### src/rtl/hazard_stall_unit.sv
// Stall/flush controller for the 5-stage pipeline.
// Tracks EX/MEM/WB destinations and holds or squashes ID/IF.
module hazard_stall_unit #(
    parameter int FWD_EN = 1,
    parameter int CNT_W  = 16
) (
    input  logic             clk,
    input  logic             reset,
    input  logic             id_valid,
    input  logic [4:0]       id_rs,
    input  logic [4:0]       id_rt,
    input  logic             id_uses_rt,
    input  logic             id_reg_write,
    input  logic             id_mem_read,
    input  logic [4:0]       id_dst,
    input  logic             branch_taken,
    output logic             pc_write,
    output logic             if_id_write,
    output logic             id_ex_bubble,
    output logic             if_id_flush,
    output logic             id_ex_flush,
    output logic             ex_mem_flush,
    output logic [1:0]       state,
    output logic [CNT_W-1:0] stall_cycles,
    output logic [CNT_W-1:0] flush_events
);

    typedef enum logic [1:0] {
        RUN   = 2'b00,
        STALL = 2'b01,
        FLUSH = 2'b10
    } state_t;

    typedef struct packed {
        logic       valid;
        logic       reg_write;
        logic       mem_read;
        logic [4:0] dst;
    } shadow_t;

    state_t state_q, state_d;
    shadow_t ex_q, ex_d;
    shadow_t mem_q, mem_d;
    shadow_t wb_q, wb_d;
    logic [CNT_W-1:0] stall_q, stall_d;
    logic [CNT_W-1:0] flush_q, flush_d;

    logic check;
    logic hazard;
    logic br;

    function automatic logic hit(input shadow_t e,
                                 input logic [4:0] rs,
                                 input logic [4:0] rt,
                                 input logic use_rt);
        return e.valid && e.reg_write && (e.dst != 5'd0) &&
               ((e.dst == rs) || (use_rt && (e.dst == rt)));
    endfunction

    // Hazard detection against the shadow pipeline.
    // A slot right after a flush is squashed, so ID is ignored then.
    always_comb begin
        check  = id_valid && (state_q != FLUSH);
        hazard = 1'b0;
        if (check) begin
            if (FWD_EN != 0) begin
                hazard = hit(ex_q, id_rs, id_rt, id_uses_rt) &&
                         ex_q.mem_read;
            end else begin
                hazard = hit(ex_q, id_rs, id_rt, id_uses_rt) ||
                         hit(mem_q, id_rs, id_rt, id_uses_rt) ||
                         hit(wb_q, id_rs, id_rt, id_uses_rt);
            end
        end
        hazard = hazard && !reset;
        br     = branch_taken && !reset;
    end

    // Pipeline control outputs; a taken branch overrides any stall.
    always_comb begin
        pc_write     = 1'b1;
        if_id_write  = 1'b1;
        id_ex_bubble = 1'b0;
        if_id_flush  = 1'b0;
        id_ex_flush  = 1'b0;
        ex_mem_flush = 1'b0;
        if (br) begin
            if_id_flush  = 1'b1;
            id_ex_flush  = 1'b1;
            ex_mem_flush = 1'b1;
        end else if (hazard) begin
            pc_write     = 1'b0;
            if_id_write  = 1'b0;
            id_ex_bubble = 1'b1;
        end
    end

    // Next shadow contents, FSM state and saturating counters.
    always_comb begin
        ex_d    = '{valid: id_valid, reg_write: id_reg_write,
                    mem_read: id_mem_read, dst: id_dst};
        mem_d   = ex_q;
        wb_d    = mem_q;
        state_d = RUN;
        stall_d = stall_q;
        flush_d = flush_q;
        if (br) begin
            ex_d  = '0;
            mem_d = '0;
        end else if (hazard) begin
            ex_d = '0;
        end
        unique case (state_q)
            RUN, STALL: begin
                if (br)          state_d = FLUSH;
                else if (hazard) state_d = STALL;
                else             state_d = RUN;
            end
            FLUSH: begin
                state_d = br ? FLUSH : RUN;
            end
            default: state_d = RUN;
        endcase
        if (id_ex_bubble && (stall_q != '1))
            stall_d = stall_q + 1'b1;
        if (br && (flush_q != '1))
            flush_d = flush_q + 1'b1;
    end

    // State registers, cleared asynchronously by reset.
    always_ff @(posedge clk or posedge reset) begin
        if (reset) begin
            state_q <= RUN;
            ex_q    <= '0;
            mem_q   <= '0;
            wb_q    <= '0;
            stall_q <= '0;
            flush_q <= '0;
        end else begin
            state_q <= state_d;
            ex_q    <= ex_d;
            mem_q   <= mem_d;
            wb_q    <= wb_d;
            stall_q <= stall_d;
            flush_q <= flush_d;
        end
    end

    assign state        = state_q;
    assign stall_cycles = stall_q;
    assign flush_events = flush_q;

endmodule
### config.mk
export PLATFORM = sky130hd
export DESIGN_NAME = hazard_stall_unit
export DESIGN_NICKNAME = d
export VERILOG_FILES = /design/src/rtl/hazard_stall_unit.sv
export SDC_FILE = /design/constraint.sdc
export NUM_CORES = 1
export LEC_CHECK = 0
export CORE_MARGIN = 2
export CORE_UTILIZATION = 52
export CTS_BUF_LIST = sky130_fd_sc_hd__clkbuf_4
export DETAILED_ROUTE_END_ITERATION = 10
export PLACE_DENSITY = 0.88
export RECOVER_POWER = 50
export SKIP_LAST_GASP = 1
export SYNTH_ARGS = -nofsm -noshare
export SYNTH_HDL_FRONTEND = slang
export SYNTH_SLANG_ARGS = --single-unit
### constraint.sdc
create_clock -name clk -period 4 [get_ports clk]
set_clock_uncertainty 0.15 [all_clocks]
set_input_delay 0.6 -clock clk [delete_from_list [all_inputs] [get_ports clk]]
set_output_delay 0.6 -clock clk [all_outputs]
set_load 0.05 [all_outputs]
[Word-level counts from Yosys, hierarchy flattened]
Cells that the tools add are included.
Operators by class
  add/sub/neg operators: 2
  eq/ne operators: 7
  mux-type cells: 12
  reduce and logical (&&, ||, !) cells: 15
Operators with widths (count)
  adder 16 x 1 -> 16 bit, second input constant: 2
  != test 16 bit, second input constant: 2
  two-way mux 8 bit: 2
  == test 5 bit: 2
  logical AND 1 bit: 10
  two-way mux 1 bit: 7
  nonzero test 5 bit: 1
  two-way mux 2 bit: 2
  one-hot mux 2 bit (2 select lines): 1
  == test 2 x 1 -> 1 bit, second input constant: 1
  == test 2 bit, second input constant: 1
  logical NOT 2 bit: 1
  != test 2 bit, second input constant: 1
  OR reduction 2 bit: 1
  logical NOT 1 bit: 1
  logical OR 1 bit: 1
Storage, ports and cells
  register bits: 42
  output and inout port bits: 40

[Longest topological paths before layout]
  depth in word-level cells: 10
  depth in mapped cells: 7
  depth with buffers taken out: 7

[Worst setup path before layout]
No wires, ideal clock.
  kind: flip-flop to output port
  from: register state_q[1] (netlist: state[1])
  to: output id_ex_bubble
  arrival: 2.276 ns
  slack: 0.974 ns
  stages on the path, launching flop included: 5
  path buffers: 0
  path through: dfrtp_1 > nor2b_1 > nor4_2 > nand3_1 > inv_1
Between the ends
  word-level cells in the longest chain between the ends: 6
Ends and longest elaborated chain
  from (decl): line 41  | state_t state_q, state_d;
  from (signal assigned): line 140  | state_q <= state_d;
  != test 2 bit: line 63  | check = id_valid && (state_q != FLUSH);
  logical AND 1 bit: line 63
  two-way mux 1 bit: line 65  | if (check) begin
  logical AND 1 bit: line 75  | hazard = hazard && !reset;
  two-way mux 1 bit: line 91  | end else if (hazard) begin
  two-way mux 1 bit: line 87  | if (br) begin
  to (decl): line 19  | output logic id_ex_bubble,
No other way between the ends.

[Worst setup path in the final report]
  from: input id_rt[4]
  to: output id_ex_bubble
Between the ends
  word-level cells in the longest chain between the ends: 9
Ends and longest elaborated chain
  from (decl): line 11  | input logic [4:0] id_rt,
  == test 5 bit
  logical AND 1 bit
  logical OR 1 bit
  logical AND 1 bit
  logical AND 1 bit: line 67  | hazard = hit(ex_q, id_rs, id_rt, id_uses_rt) &&
  two-way mux 1 bit: line 65
  logical AND 1 bit: line 75
  two-way mux 1 bit: line 91
  two-way mux 1 bit: line 87
No other way between the ends.

==> flow_metrics.py <==
metrics = {
    "timing": {
        "setup_viol": 0,
        "max_slew_margin": -0.03422,
        "max_freq_ghz": 0.2800,
        "fin_crit_sh": 0.8927,
        "grt_setup_unrepaired": "no",
        "finalCriticalPeriod_ns": 3.571,
        "timing.hold.ws_ns": 0.3478,
        "worst-slew-pin-transition_ns": 1.551,
        "setup_tns_ns": 0,
        "hold_viol_final": 0,
        "drv_slew": 32,
        "timing.final.ws_setup_ns": 0.4290,
    },
    "routing": {
        "drtAntennaViolNets": 0,
        "drtIter0Drc": 45,
        "wl_per_cell_um": 13.66,
        "firstDrtPassIters": 4,
        "route.detailed.drc": 0,
        "viasPerCell": 5.251,
        "wl_mm": 4.029,
        "via_count": 1549,
    },
    "final_layout": {
        "drive_gt1_frac": 0.06478,
        "antennaDiodeCount": 0,
        "fillers": 275,
        "area_growth_pct": 35.32,
        "nNetsFinal": 271,
    },
    "global_route": {
        "grt_pass1_vias": 1486,
        "grt_overflow_total": 0,
        "grt_pass1_wl_mm": 6.741,
        "antenna_found_initial": 0,
        "grt_max_degree": 32,
        "grt_use_total": 0.2102,
    },
    "synthesis": {
        "yosysSeqAreaShare": 0.5316,
        "synth_compound_area_frac": 0.01076,
        "ys.flop_type": "dfrtp_1",
        "synth_top_family_by_area": "simple AND/OR/NAND/NOR gates",
        "synth-async-reset-ratio": 1.000,
        "synth-adder-area-share": 0.01266,
        "synth_enable_flop_cells": 0,
        "synth_mux_area_frac": 0.01709,
        "synth-seq-cells": 42,
        "synth_area_um2": 1977,
        "syn_avg_cell_area_um2": 10.98,
        "netlist_instances": 180,
        "yosys_warnings": 0,
        "ys_types": 30,
        "postSynthNetCount": 204,
        "yosys.area_share.xor_xnor": 0.1639,
        "synth-simple-area-share": 0.2373,
    },
    "power_and_ir_drop": {
        "worst_ir_drop_vdd_v": 0.0005707,
        "swShare": 0.3384,
        "p_comb_frac": 0.282,
        "powerDensity_nw_per_um2": 365.5,
        "p_seq_frac": 0.516,
        "internal_power_uw": 646.9,
        "pwr-share-clk": 0.202,
        "switching_power_uw": 330.9,
        "leakage_uw": 0.001137,
    },
    "clock_tree": {
        "path_clk_slew_ns": 0.11,
        "cts.sinks": 42,
        "cts_max_level": 2,
        "hold_buffers": 0,
        "cts_tree": "done",
        "cts_made_buffers": 5,
        "root_buffer": "clkbuf_4",
        "ctsResizeCount": 0,
        "post_cts_buffers": 0,
        "clockBufferDepth": 2,
        "clk_latency_ns": 0.34,
    },
    "worst_setup_path": {
        "cp-end-kind": "output pin",
        "ff2ff_path_depth": 5,
        "crit_required_ns": 3.25,
        "reg2reg_to": "stall_cycles[1]$_DFFE_PP0P_",
        "r2r_slack_ns": 1.60,
        "crit_arrival_ns": 2.82,
        "start_kind": "input port",
        "path_max_fanout": 6,
        "crit_type": "in -> out",
        "reg2reg_from": "stall_cycles[4]$_DFFE_PP0P_",
    },
    "die": {
        "coreArea_um2": 3661,
        "initial_core_util": 0.5400,
        "dieWidth_um": 65.66,
        "die_h_um": 65.66,
        "io-pin-count": 62,
        "die-area_um2": 4311,
        "placementRows": 22,
    },
    "place": {
        "gp_congestion": 0.8560,
        "dp_hpwl_mm": 3.045,
        "portBuffers": 61,
        "pre_cts_slack_ns": 0.5442,
    },
    "worst_hold_path": {
        "holdCritStartpoint": "flush_events[12]$_DFFE_PP0P_",
        "min_to": "flush_events[12]$_DFFE_PP0P_",
        "hold_class": "reg -> reg",
        "hold_path_depth": 1,
    },
    "run_status": {
        "violations": "capacitance limit, slew limit",
        "run_status": "finished, violations left",
    },
    "flow_run": {
        "maxCapViolCount": 1,
    },
}
## cells in the final DEF (no fill, tap or decap)
cell type        instances
a21oi_1                  3
and2_0                   5
and2_1                   3
and3_1                   2
and3_2                   2
and4_1                   3
clkbuf_1                 3
clkbuf_4                 7
clkdlybuf4s50_1         60
dfrtp_1                 42
dlygate4sd3_1            1
ha_1                     2
inv_1                    5
mux2_2                   3
nand2_1                 13
nand2b_1                 1
nand3_1                 12
nand3_2                  1
nand4_1                 14
nand4_2                  1
nand4b_1                 1
nor2_1                  12
nor2b_1                  1
nor3_1                   5
nor4_1                   2
nor4_2                   1
o22ai_1                  1
or2_2                    1
or3_1                    1
or4_1                    2
xnor2_1                 30
xor2_1                   7
## cell usage after synthesis, types with 3 or more instances
cell type	instances	area, µm²
inv_1	5	18.77
dfrtp_1	42	1051
nand3_1	12	60.06
and2_1	8	50.05
a21oi_1	3	15.01
nor3_1	5	25.02
nor2_1	12	45.04
nand4_1	14	87.58
mux2_2	3	33.78
buf_4	3	22.52
xor2_1	7	61.31
xnor2_1	30	262.8
nand2_1	13	48.80
## worst max path at each step
stage                             startpoint           end  slack (ns)  depth (start not counted)
after floorplan           state[1]$_DFF_PP0_  id_ex_bubble        0.97                          4
after global placement              id_rt[1]  id_ex_bubble        0.59                          8
after detailed placement            id_rt[4]  id_ex_bubble        0.54                          8
after CTS                           id_rt[4]  id_ex_bubble        0.54                          8
after global routing                id_rt[4]  id_ex_bubble        0.30                          8
final                               id_rt[4]  id_ex_bubble        0.43                          8
## power groups by stage
stage | clock, µW | sequential [µW] | combinational, µW
after global placement | 0 | 509 | 275
after CTS | 207 | 503 | 279
final | 198 | 504 | 276
after floorplan | 0 | 606 | 77.1
after detailed placement | 0 | 509 | 279
after global routing | 230 | 509 | 292
## flip-flops by register name, indices dropped and copies added (netlist names)
| signal | count |
|---|---|
| stall_cycles | 16 |
| flush_events | 16 |
| ex_q | 8 |
| state | 2 |
## cell families after synthesis
family,Yosys count
AOI/OAI and AO/OA,4
xor gates and xnor gates,37
adders and majority gates,2
buffers and inverters,9
DFF,42
muxes,3
and+or+nand+nor,83
## critical path, cell delays in order
cell and delay, ns:
clkdlybuf4s50_1 0.47, xnor2_1 0.12, nand4_1 0.11, o22ai_1 0.21, clkbuf_1 0.25, nand3_1 0.19
inv_1 0.09, clkdlybuf4s50_1 0.79
## per-stage QoR
stage                     cell area [µm²]  instances  utilization  total power [µW]
after floorplan                      1977        180            -             682.7
after global placement               2636        288       0.7201             784.1
after detailed placement             2636        288       0.7201             788.1
after CTS                            2689        295       0.7345             989.1
after global routing                 2675        295       0.7307              1030
final                                2675        295       0.7307             977.8
## layout make-up
| type | instances | area, µm² | area share |
|---|---|---|---|
| Clock buffer | 7 | 52.55 | 0.01964 |
| Sequential cell | 42 | 1051 | 0.3929 |
| Timing Repair Buffer | 64 | 621.8 | 0.2325 |
| Multi-Input combinational cell | 129 | 870.8 | 0.3255 |
| Inverter | 5 | 18.77 | 0.007016 |
| Tap cell | 48 | 60.06 | 0.02245 |
## layer usage
metal	part of all wire	wire length, µm	vias to the layer above	GRT usage
met2	0.48	1915	47	0.3384
met3	0.061	245	5	0.05993
met1	0.45	1810	741	0.2674
li1	-	-	756	-
met5	0	0	-	0
met4	0.014	57	0	0.08333
No activity file was read; power rests on OpenSTA's default activity.
